===== config.mk =====
export PLATFORM = sky130hd
export DESIGN_NAME = window_rd_seq
export DESIGN_NICKNAME = d
export VERILOG_FILES = /design/src/rtl/window_rd_seq.sv
export SDC_FILE = /design/constraint.sdc
export NUM_CORES = 1
export LEC_CHECK = 0
export CORE_MARGIN = 2
export CORE_UTILIZATION = 45
export DETAILED_ROUTE_END_ITERATION = 10
export GPL_TIMING_DRIVEN = 0
export PLACE_DENSITY_LB_ADDON = 0.05
export SYNTH_ARGS = -nofsm -noshare
export SYNTH_HDL_FRONTEND = slang
export SYNTH_SLANG_ARGS = --single-unit

===== constraint.sdc =====
create_clock -name i_clk -period 4.7 [get_ports i_clk]
set_input_delay 0.47 -clock i_clk [delete_from_list [all_inputs] [get_ports i_clk]]
set_output_delay 0.47 -clock i_clk [all_outputs]
set_load 0.01 [all_outputs]

===== src/rtl/window_rd_seq.sv =====
// Read-side sequencer for the convolution window register file: walks slots
// 0..WINDOW_REG_SIZE-1 and streams them over a registered valid/ready port.
module window_rd_seq #(
  parameter int WINDOW_ELEMNT_SIZE = 8,
  parameter int WINDOW_REG_SIZE    = 9,
  parameter int ADDR_SIZE          = 4
) (
  input  logic                          i_clk,
  input  logic                          i_rst_n,
  input  logic                          start,
  input  logic                          abort,
  output logic [ADDR_SIZE-1:0]          rd_addr,
  input  logic [WINDOW_ELEMNT_SIZE-1:0] rd_data,
  output logic                          m_valid,
  input  logic                          m_ready,
  output logic [WINDOW_ELEMNT_SIZE-1:0] m_data,
  output logic [ADDR_SIZE-1:0]          m_index,
  output logic                          m_last,
  output logic                          busy,
  output logic                          done
);

  typedef enum logic [1:0] {
    IDLE,
    STREAM,
    DONE
  } state_t;

  localparam logic [ADDR_SIZE-1:0] LAST_IDX = ADDR_SIZE'(WINDOW_REG_SIZE - 1);
  localparam logic [ADDR_SIZE-1:0] END_IDX  = ADDR_SIZE'(WINDOW_REG_SIZE);

  state_t                          state, state_d;
  logic [ADDR_SIZE-1:0]            idx, idx_d;
  logic                            valid_d, last_d;
  logic [WINDOW_ELEMNT_SIZE-1:0]   data_d;
  logic [ADDR_SIZE-1:0]            index_d;
  logic                            xfer;
  logic                            load;

  assign rd_addr = idx;
  assign busy    = (state != IDLE);
  assign done    = (state == DONE);

  assign xfer = m_valid && m_ready;
  // The output slot is free when empty or being drained this very edge.
  assign load = (state == STREAM) && (idx < END_IDX) && (!m_valid || m_ready);

  always_comb begin
    // NOTE: every signal driven here gets a hold value first, so no path
    // through the case can leave one unassigned and infer a latch.
    state_d = state;
    idx_d   = idx;
    valid_d = m_valid;
    data_d  = m_data;
    index_d = m_index;
    last_d  = m_last;

    unique case (state)
      IDLE: begin
        if (start && !abort) begin
          state_d = STREAM;
          idx_d   = '0;
        end
      end

      STREAM: begin
        if (abort) begin
          state_d = IDLE;
          idx_d   = '0;
          valid_d = 1'b0;
          last_d  = 1'b0;
        end else if (xfer && m_last) begin
          state_d = DONE;
          idx_d   = '0;
          valid_d = 1'b0;
          last_d  = 1'b0;
        end else if (load) begin
          data_d  = rd_data;
          index_d = idx;
          last_d  = (idx == LAST_IDX);
          valid_d = 1'b1;
          idx_d   = idx + 1'b1;
        end else if (xfer) begin
          valid_d = 1'b0;
        end
      end

      DONE: begin
        state_d = IDLE;
        idx_d   = '0;
        valid_d = 1'b0;
        last_d  = 1'b0;
      end

      default: begin
        state_d = IDLE;
        idx_d   = '0;
        valid_d = 1'b0;
        last_d  = 1'b0;
      end
    endcase
  end

  // NOTE: the asynchronous reset clears every register, including the output
  // data/index, so the stream port reads all-zero immediately on assertion.
  always_ff @(posedge i_clk or negedge i_rst_n) begin
    if (!i_rst_n) begin
      state   <= IDLE;
      idx     <= '0;
      m_valid <= 1'b0;
      m_data  <= '0;
      m_index <= '0;
      m_last  <= 1'b0;
    end else begin
      // NOTE: non-blocking updates so every register sees pre-edge values.
      state   <= state_d;
      idx     <= idx_d;
      m_valid <= valid_d;
      m_data  <= data_d;
      m_index <= index_d;
      m_last  <= last_d;
    end
  end

endmodule

==> summary.md, run 1 <==
| Metric | Value |
|---|---|
| Outcome | `completed` |
| Wirelength per Cell | `about 13 µm` |
| Vias/cell | `roughly 5.0` |
| Final setup vio count | `0` |
| FP Rows | `16` |
| CP Capture Type | `output port` |
| Post-CTS Setup Bufs | `0` |
| Final WL | `1760 µm` |
| Main flop type after synthesis | `dfrtp_1` |
| Final Critical Period | `between 2 and 2.5 ns` |
| Final Cycle Share | `between 40% and 50%` |
| Largest net degree at the start of global routing | `21` |
| ANT nets after route | `0` |
| Ant. Diodes | `0` |
| Hold Crit Class | `reg -> reg` |
| Initial antenna violation count | `0` |
| RSZ-0062 raised after global routing | `no` |
| Worst path arrival time | `between 1.5 and 2 ns` |
| Final number of hold-violating endpoints | `0` |
| Number of flops mapped to enable cells by yosys | `0` |
| IO Port Bufs | `32` |
| TritonCTS buffer count | `3` |
| CTS hold repair buffers | `0` |
| Power per cell area | `approximately 460 nW/µm²` |
| Final non-filler cell total | `135` |
| Setup TNS | `0 ns` |
| Post-route DRC | `0` |
| FF+latch area | `around 500 µm²` |
| Worst vdd ir | `~290 µV` |
| Net count after synthesis | `between 80 and 90` |
| Max Fclk | `0.484 GHz` |
| Routed vias | `a little under 700` |
| Nets | `roughly 120` |
| #FFs+latches synth | `20` |
| Clk_lat worst skew | `0.30 ns` |
| Root Driver | `clkbuf_4` |
| I/O pin count | `33` |
| Synthesized area | `between 900 and 1000 µm²` |
| Max-slew violation count | `0` |
| Die W | `approximately 50 µm` |
| Core region area | `slightly below 2000 µm²` |
| Critical path class | `reg -> out` |
| Crit-path max FO | `4` |
| Worst-Margin Slew | `~0.85 ns` |
| CTS max path bufs | `2` |
| H-tree Lvls | `1` |
| Clock sink count | `20` |
| CTS tree | `built` |
| Multi-input gate area | `approximately 400 µm²` |
| Global placement routability congestion | `0.826` |
| Commonest non-fill, non-tap cell in the layout | `clkdlybuf4s50_1` |
| Avg Cell Area, Syn | `roughly 13 µm²` |
| Initial core utilization | `47.9%` |
| Cts repair resizes | `0` |
| 1st-iter DRT viols | `8` |
| First-pass GRT wire length | `just under 3000 µm` |
| Area growth syn-to-layout | `42.9%` |
| Req. time, crit path | `around 4.2 ns` |
| Placed cell count | `between 100 and 150` |
| Commonest non-fill, non-tap cells in the layout | `32 x clkdlybuf4s50_1, 20 x dfrtp_1, 7 x mux2_4` |
| Fillers | `between 100 and 150` |
| Number of global-route vias before repair | `about 660` |
| Sequential fraction of the synthesis area | `about 53%` |
| Synth cell types | `28` |
| Startpoint Class | `flip-flop` |
| Total track usage | `16.0%` |
| Relative slew slack | `between 40% and 50%` |
| Pre-antenna DRT Iters | `4` |
| Async set or reset register ratio after synthesis | `between 90% and 100%` |
| Worst-path clk slew | `between 0.1 and 0.15 ns` |
| Total gr overflow | `0` |
| Syn Inst Count | `72` |
| Leakage | `0.588 nW` |
| Skew final | `between 0.008 and 0.009 ns` |
| Syn. warnings | `0` |
| Layout cells sized above 1 | `between 10% and 20%` |
| Chip height | `49.9 µm` |
| Max_cap viols | `0` |
| Die area | `~2500 µm²` |
cells in the mapped netlist, types with 2 or more instances:
cell / instances / area share (%)
nor2_1: 6 / 2.4
nand2b_1: 2 / 1.3
mux2_4: 7 / 11
ha_1: 2 / 2.6
nand2_1: 2 / 0.79
dfrtp_1: 20 / 53
inv_1: 4 / 1.6
mux2_2: 4 / 4.7
nor3_1: 2 / 1.1
nor2b_1: 2 / 1.3
mux2_1: 3 / 3.6
o21ai_0: 2 / 1.1
flip-flops by register name, summed over array words and instances (netlist names):
name,flops
m_data,8
m_index,4
m_last,1
m_valid,1
rd_addr,4
state,2
layout make-up:
type / instances / share of cell area, %
clock buffer: 3 / 1.66
inverter: 4 / 1.11
buffer: 2 / 2.31
clock inverter: 1 / 2.22
multi-input combinational: 46 / 29.6
tap: 27 / 2.49
timing repair buffer: 32 / 23.6
sequential: 20 / 36.9
metal layers:
| metal | wire length (µm) | share of wire, % | track usage (%) | vias to the layer above |
|---|---|---|---|---|
| li1 | - | - | - | 329 |
| met2 | 826 | 47 | 25.6 | 23 |
| met5 | 0 | 0 | 0 | - |
| met4 | 38 | 2.2 | 8.33 | 0 |
| met3 | 77 | 4.4 | 3.03 | 5 |
| met1 | 817 | 46 | 20.6 | 321 |
logic make-up (layout without fill, tap and decap cells):
kind of cell,after synthesis,after routing,share of synthesized area [%]
DFF,20,20,52.8
and+or+nand+nor,19,19,11.5
muxes,14,14,19.4
AOI/OAI and AO/OA,11,11,8.84
buffers and inverters,6,42,4.88
adders and majority gates,2,2,2.64
metrics by stage:
stage / hold WS (ns) / power (mW) / cell area [µm²] / worst slack, ns / util (%)
2_1_floorplan: 0.174 / 0.368 / 948 / 2.85 / -
6_report: 0.497 / 0.626 / 1360 / 2.64 / 68.4
3_3_place_gp: 0.466 / 0.488 / 1300 / 2.49 / 65.7
3_5_place_dp: 0.474 / 0.494 / 1300 / 2.48 / 65.7
4_1_cts: 0.499 / 0.632 / 1360 / 2.63 / 68.4
5_1_grt: 0.523 / 0.660 / 1360 / 2.54 / 68.4
power by group:
group	total, mW	internal, mW	leakage, nW	switching, mW
Combinational	0.238	0.153	0.303	0.0849
Clock	0.139	0.0862	0.0279	0.0524
Sequential	0.249	0.219	0.256	0.0301
Total	0.626	0.458	0.588	0.167
critical path, stage by stage, from the launching register on:
cell             delay, ns
dfrtp_1               0.42
nor2_1                0.26
inv_1                 0.13
clkdlybuf4s50_1       0.49
worst paths after layout:
check                           slack [ns]    endpoint  startpoint  cells after the start
min in group asynchronous             0.64  m_index[2]     i_rst_n                      1
worst min-delay path                  0.50   m_data[2]   m_data[2]                      1
worst max-delay path                  2.64        busy    state[1]                      3
worst min register to register        0.50   m_data[2]   m_data[2]                      1
max in group asynchronous             3.53   m_data[4]     i_rst_n                      1
worst max register to register        2.72  m_index[2]  rd_addr[0]                      8
(Power assumes the default switching activity.)
==> run 2: changes to the inputs <==
--- a/config.mk
+++ b/config.mk
@@ -6,7 +6,7 @@
 export NUM_CORES = 1
 export LEC_CHECK = 0
 export CORE_MARGIN = 2
-export CORE_UTILIZATION = 45
+export CORE_UTILIZATION = 43
 export DETAILED_ROUTE_END_ITERATION = 10
 export GPL_TIMING_DRIVEN = 0
 export PLACE_DENSITY_LB_ADDON = 0.05
==> constraint.sdc (replaced) <==
create_clock -name i_clk -period 2.05 [get_ports i_clk]
set_input_delay 0.205 -clock i_clk [delete_from_list [all_inputs] [get_ports i_clk]]
set_output_delay 0.205 -clock i_clk [all_outputs]
set_load 0.01 [all_outputs]
==> run 2 against run 1 <==
  * Critical path depth rose by 5
  * Total power rose by 120%
  * Clock skew fell by 0.0018 ns
  * Flip-flop and latch count did not move
  * Sequential power rose by 130%
  * Non-clock buffer count rose by 1
  * Register-to-register slack got worse by 2.6 ns
  * Setup slack got worse by 2.5 ns
  * Critical path type is now reg -> reg
  * Critical endpoint is now m_index[1]
  * Largest power group unchanged
==> summary.md, run 2 (synthesized netlist as in run 1, its figures left out) <==
| Metric | Value |
|---|---|
| Fillers | `between 150 and 200` |
| Multi-input gate area | `between 400 and 500 µm²` |
| I/O pin count | `33` |
| FF+latch area | `around 500 µm²` |
| Hold Crit Class | `in -> async` |
| Top reg by flops | `m_data` |
| Clock sink count | `20` |
| Final setup margin | `0.0923 ns` |
| Number of global-route vias before repair | `approximately 660` |
| CP Capture Type | `flip-flop` |
| Relative slew slack | `roughly 40%` |
| Die W | `~51 µm` |
| Post-route DRC | `0` |
| Die area | `between 2000 and 3000 µm²` |
| Power per cell area | `a little over 1000 nW/µm²` |
| Leakage | `roughly 0.58 nW` |
| CTS tree | `built` |
| Critical path class | `reg -> reg` |
| Nets | `roughly 130` |
| H-tree Lvls | `1` |
| ANT nets after route | `0` |
| Ant. Diodes | `0` |
| Final WL | `about 1800 µm` |
| Worst path arrival time | `between 2 and 2.5 ns` |
| Core region area | `around 2100 µm²` |
| Worst-path clk slew | `approximately 0.12 ns` |
| Pre-CTS setup slack | `between 0.06 and 0.07 ns` |
| Wirelength per Cell | `about 13 µm` |
| WHS | `around 0.40 ns` |
| Worst-Margin Slew | `about 0.9 ns` |
| CTS max path bufs | `2` |
| Clk_lat worst skew | `~0.3 ns` |
| Final number of hold-violating endpoints | `0` |
| Commonest non-fill, non-tap cells in the layout | `32 x clkdlybuf4s50_1, 18 x dfrtp_1, 7 x mux2_4` |
| Root Driver | `clkbuf_4` |
| Max-slew violation count | `0` |
| Worst vdd ir | `~590 µV` |
| Initial core utilization | `between 40 and 50%` |
| Pre-antenna DRT Iters | `4` |
| TritonCTS buffer count | `3` |
| Global placement routability congestion | `~0.78` |
| Skew final | `0.00623 ns` |
| Max Fclk | `just over 0.5 GHz` |
| 1st-iter DRT viols | `6` |
| Crit-path max FO | `10` |
| Outcome | `completed` |
| Req. time, crit path | `2.24 ns` |
| Vias/cell | `approximately 5.0` |
| Commonest non-fill, non-tap cell in the layout | `clkdlybuf4s50_1` |
| Final Critical Period | `between 1.5 and 2 ns` |
| Routed vias | `approximately 700` |
| Chip height | `51.0 µm` |
| First-pass GRT wire length | `~2900 µm` |
| Startpoint Class | `flip-flop` |
| Layout cells sized above 1 | `between 20% and 30%` |
| Area growth syn-to-layout | `43.4%` |
| Initial antenna violation count | `0` |
| Total track usage | `between 10% and 20%` |
| Largest register FFs | `8` |
| Final Cycle Share | `95.5%` |
| Max_cap viols | `0` |
| Largest net degree at the start of global routing | `21` |
| Total gr overflow | `0` |
| FP Rows | `17` |
| Detailed Place HPWL | `about 1300 µm` |
| Final setup vio count | `0` |
| PnR Total Power | `~1.4 mW` |
| IO Port Bufs | `32` |
## run 2: critical path, cell delays in order, from the launching register on
cell      delay (ns)
dfrtp_2         0.47
inv_1           0.07
ha_2            0.18
nand2b_4        0.07
a211oi_4        0.27
and3b_1         0.22
buf_6           0.14
buf_12          0.14
mux2_4          0.30
## run 2: where the power goes
group / total [mW] / internal [mW] / leakage (nW) / switching [mW]
logic: 0.565 / 0.361 / 0.308 / 0.204
clock network: 0.227 / 0.108 / 0.0210 / 0.119
registers: 0.575 / 0.504 / 0.253 / 0.0709
total: 1.37 / 0.974 / 0.582 / 0.394
## run 2: per-stage QoR
step	instances	TNS, ns	utilization, %	cell area (µm²)
2_1_floorplan	72	0	-	948
3_3_place_gp	132	0	60.7	1300
3_5_place_dp	132	0	60.7	1300
6_report	137	0	63.3	1360
4_1_cts	136	0	62.4	1340
5_1_grt	137	-0.00203	63.3	1360
## run 2: worst paths after layout
| kind | from | to | slack (ns) | cells after the start |
|---|---|---|---|---|
| max in group asynchronous | i_rst_n | rd_addr[1] | 1.05 | 1 |
| hold / removal | i_rst_n | m_index[3] | 0.40 | 1 |
| hold reg to reg | m_data[2] | m_data[2] | 0.50 | 1 |
| min in group i_clk | m_data[2] | m_data[2] | 0.50 | 1 |
| setup / recovery | rd_addr[1] | m_index[1] | 0.09 | 8 |
| setup reg to reg | rd_addr[1] | m_index[1] | 0.09 | 8 |
## run 2: timing repair
action,in CTS,in global routing
setup buffers,0,1
endpoints found under the setup margin,0,7
hold buffers,0,0
resized for setup,0,4
## run 2: cell type report
type                    count  share of cell area [%]
plain buffers               2                    2.30
inverters                   4                    1.10
repair buffers             33                    24.1
well taps                  28                    2.58
clock buffers               4                    2.67
multi-input cells          46                    30.3
flip-flops and latches     20                    37.0
## run 2: layer usage
metal	up-vias	GRT usage (%)	share of wire, %
met5	-	0	0
met4	0	8.11	0.72
met3	2	3.22	5.2
met2	18	24.0	47
met1	332	19.7	47
li1	331	-	-
==> run 3: changes to the inputs <==
--- a/config.mk
+++ b/config.mk
@@ -6,7 +6,7 @@
 export NUM_CORES = 1
 export LEC_CHECK = 0
 export CORE_MARGIN = 2
-export CORE_UTILIZATION = 43
+export CORE_UTILIZATION = 44
 export DETAILED_ROUTE_END_ITERATION = 10
 export GPL_TIMING_DRIVEN = 0
 export PLACE_DENSITY_LB_ADDON = 0.05
==> constraint.sdc (replaced) <==
create_clock -name i_clk -period 2.3 [get_ports i_clk]
set_input_delay 0.23 -clock i_clk [delete_from_list [all_inputs] [get_ports i_clk]]
set_output_delay 0.23 -clock i_clk [all_outputs]
set_load 0.01 [all_outputs]
==> run 3 against run 2 <==
  * Worst hold slack better by 0.016 ns
  * Die area down 2.1%
  * Critical path depth unchanged
  * Combinational power down 14%
  * Flip-flop and latch count unchanged
  * Critical endpoint is now m_data[6]
==> summary.md, run 3 (synthesized netlist as in run 1, its figures left out) <==
| Metric | Value |
|---|---|
| IO Port Bufs | `32` |
| First-pass GRT wire length | `approximately 2900 µm` |
| Leakage | `about 0.57 nW` |
| Initial antenna violation count | `0` |
| Worst-path clk slew | `0.10 ns` |
| Initial core utilization | `47.4%` |
| Outcome | `completed` |
| Final Cycle Share | `around 85%` |
| Nets | `~120` |
| Post-route DRC | `0` |
| Wirelength per Cell | `approximately 13 µm` |
| Max Fclk | `a little over 0.5 GHz` |
| Post-CTS Setup Bufs | `0` |
| TritonCTS buffer count | `3` |
| CP Capture Type | `flip-flop` |
| Req. time, crit path | `about 2.5 ns` |
| Startpoint Class | `flip-flop` |
| Hold Crit Class | `in -> async` |
| Commonest non-fill, non-tap cell in the layout | `clkdlybuf4s50_1` |
| Cts repair resizes | `0` |
| Worst vdd ir | `approximately 500 µV` |
| CP top delay family | `flip-flops` |
| CTS tree | `built` |
| PnR Total Power | `1.15 mW` |
| Ant. Diodes | `0` |
| Worst path arrival time | `between 2 and 2.5 ns` |
| Critical path class | `reg -> reg` |
| ANT nets after route | `0` |
| Largest stage delay, worst path | `about 0.45 ns` |
| Commonest non-fill, non-tap cells in the layout | `32 x clkdlybuf4s50_1, 20 x dfrtp_1, 7 x mux2_4` |
| Relative slew slack | `42.8%` |
| Final non-filler cell total | `between 100 and 150` |
| Setup TNS | `0 ns` |
| Final number of hold-violating endpoints | `0` |
| CTS hold repair buffers | `0` |
| Total gr overflow | `0` |
| Vias/cell | `roughly 5` |
| Clk_lat worst skew | `about 0.29 ns` |
| Crit-path slowest cell | `dfrtp_1` |
| Die area | `~2500 µm²` |
| Largest register FFs | `8` |
| Final Critical Period | `1.96 ns` |
| H-tree Lvls | `1` |
| Top reg by flops | `m_data` |
| Worst-Margin Slew | `around 0.86 ns` |
| Crit-path max FO | `10` |
| Max_cap viols | `0` |
| I/O pin count | `33` |
| Layout cells sized above 1 | `a little under a fifth` |
| Core region area | `2000 µm²` |
| Die W | `around 50 µm` |
| Final setup vio count | `0` |
| Final WL | `roughly 1700 µm` |
| Area growth syn-to-layout | `39.7%` |
| Chip height | `between 50 and 60 µm` |
| Buf+Inv Stages, Crit Path | `3` |
| Routed vias | `approximately 670` |
| Total track usage | `between 10% and 20%` |
| Largest net degree at the start of global routing | `21` |
| Detailed Place HPWL | `1280 µm` |
| Global placement routability congestion | `0.771` |
| Clock sink count | `20` |
| Root Driver | `clkbuf_4` |
| FP Rows | `16` |
| Crit path cell chain | `inv_1 > ha_1 > nand2b_4 > a211oi_2 > and3b_1 > buf_6 > buf_12 > mux2_4` |
| Pre-antenna DRT Iters | `4` |
| Max-slew violation count | `0` |
| CTS max path bufs | `2` |
| RSZ-0062 raised after global routing | `no` |
| 1st-iter DRT viols | `12` |
| Skew final | `just under 0.006 ns` |
| Power per cell area | `~870 nW/µm²` |
| Placed cell count | `between 100 and 150` |
| Number of global-route vias before repair | `661` |
run 3: worst reg2reg max path, delay by kind of cell (launching register included):
kind / cells / cell delay [ns]
muxes: 1 / 0.30
buffers and inverters: 3 / 0.35
adders and majority gates: 1 / 0.19
DFF: 1 / 0.45
and+or+nand+nor: 2 / 0.28
AOI/OAI and AO/OA: 1 / 0.28
run 3: path summary, 6_finish.rpt:
| check | slack [ns] | from | cells past startpoint | to |
|---|---|---|---|---|
| worst max-delay path | 0.34 | rd_addr[0] | 8 | m_data[6] |
| worst min-delay path | 0.42 | i_rst_n | 1 | m_data[2] |
| worst max register to register | 0.34 | rd_addr[0] | 8 | m_data[6] |
| worst min register to register | 0.49 | m_data[1] | 1 | m_data[1] |
| max in group asynchronous | 1.35 | i_rst_n | 1 | m_index[0] |
| min in group i_clk | 0.49 | m_data[1] | 1 | m_data[1] |
run 3: through the flow:
| step | setup slack, ns | util (%) | cell area (µm²) | hold slack [ns] |
|---|---|---|---|---|
| 3_3_place_gp | 0.321 | 65.1 | 1300 | 0.468 |
| 6_report | 0.340 | 66.2 | 1330 | 0.417 |
| 2_1_floorplan | 0.446 | - | 948 | -0.0656 |
| 5_1_grt | 0.250 | 66.2 | 1330 | 0.490 |
| 4_1_cts | 0.335 | 66.2 | 1330 | 0.450 |
| 3_5_place_dp | 0.313 | 65.1 | 1300 | 0.477 |
run 3: layer usage:
metal / track usage [%] / vias up / routed length, µm
met3: 2.98 / 4 / 97
li1: - / 329 / -
met2: 24.6 / 26 / 796
met1: 19.6 / 313 / 766
met4: 6.76 / 0 / 25
met5: 0 / - / 0
run 3: report_power, final:
part / switching (mW) / total (mW) / internal (mW)
logic: 0.173 / 0.485 / 0.312
clock network: 0.0945 / 0.155 / 0.0608
registers: 0.0614 / 0.509 / 0.448
run 3: area by class of cell:
class | count | area (µm²)
repair buffers | 32 | 320
multi-input cells | 46 | 402
inverters | 4 | 15.0
clock buffers | 3 | 22.5
fillers | 154 | 677
plain buffers | 2 | 31.3
flip-flops and latches | 20 | 500
well taps | 27 | 33.8
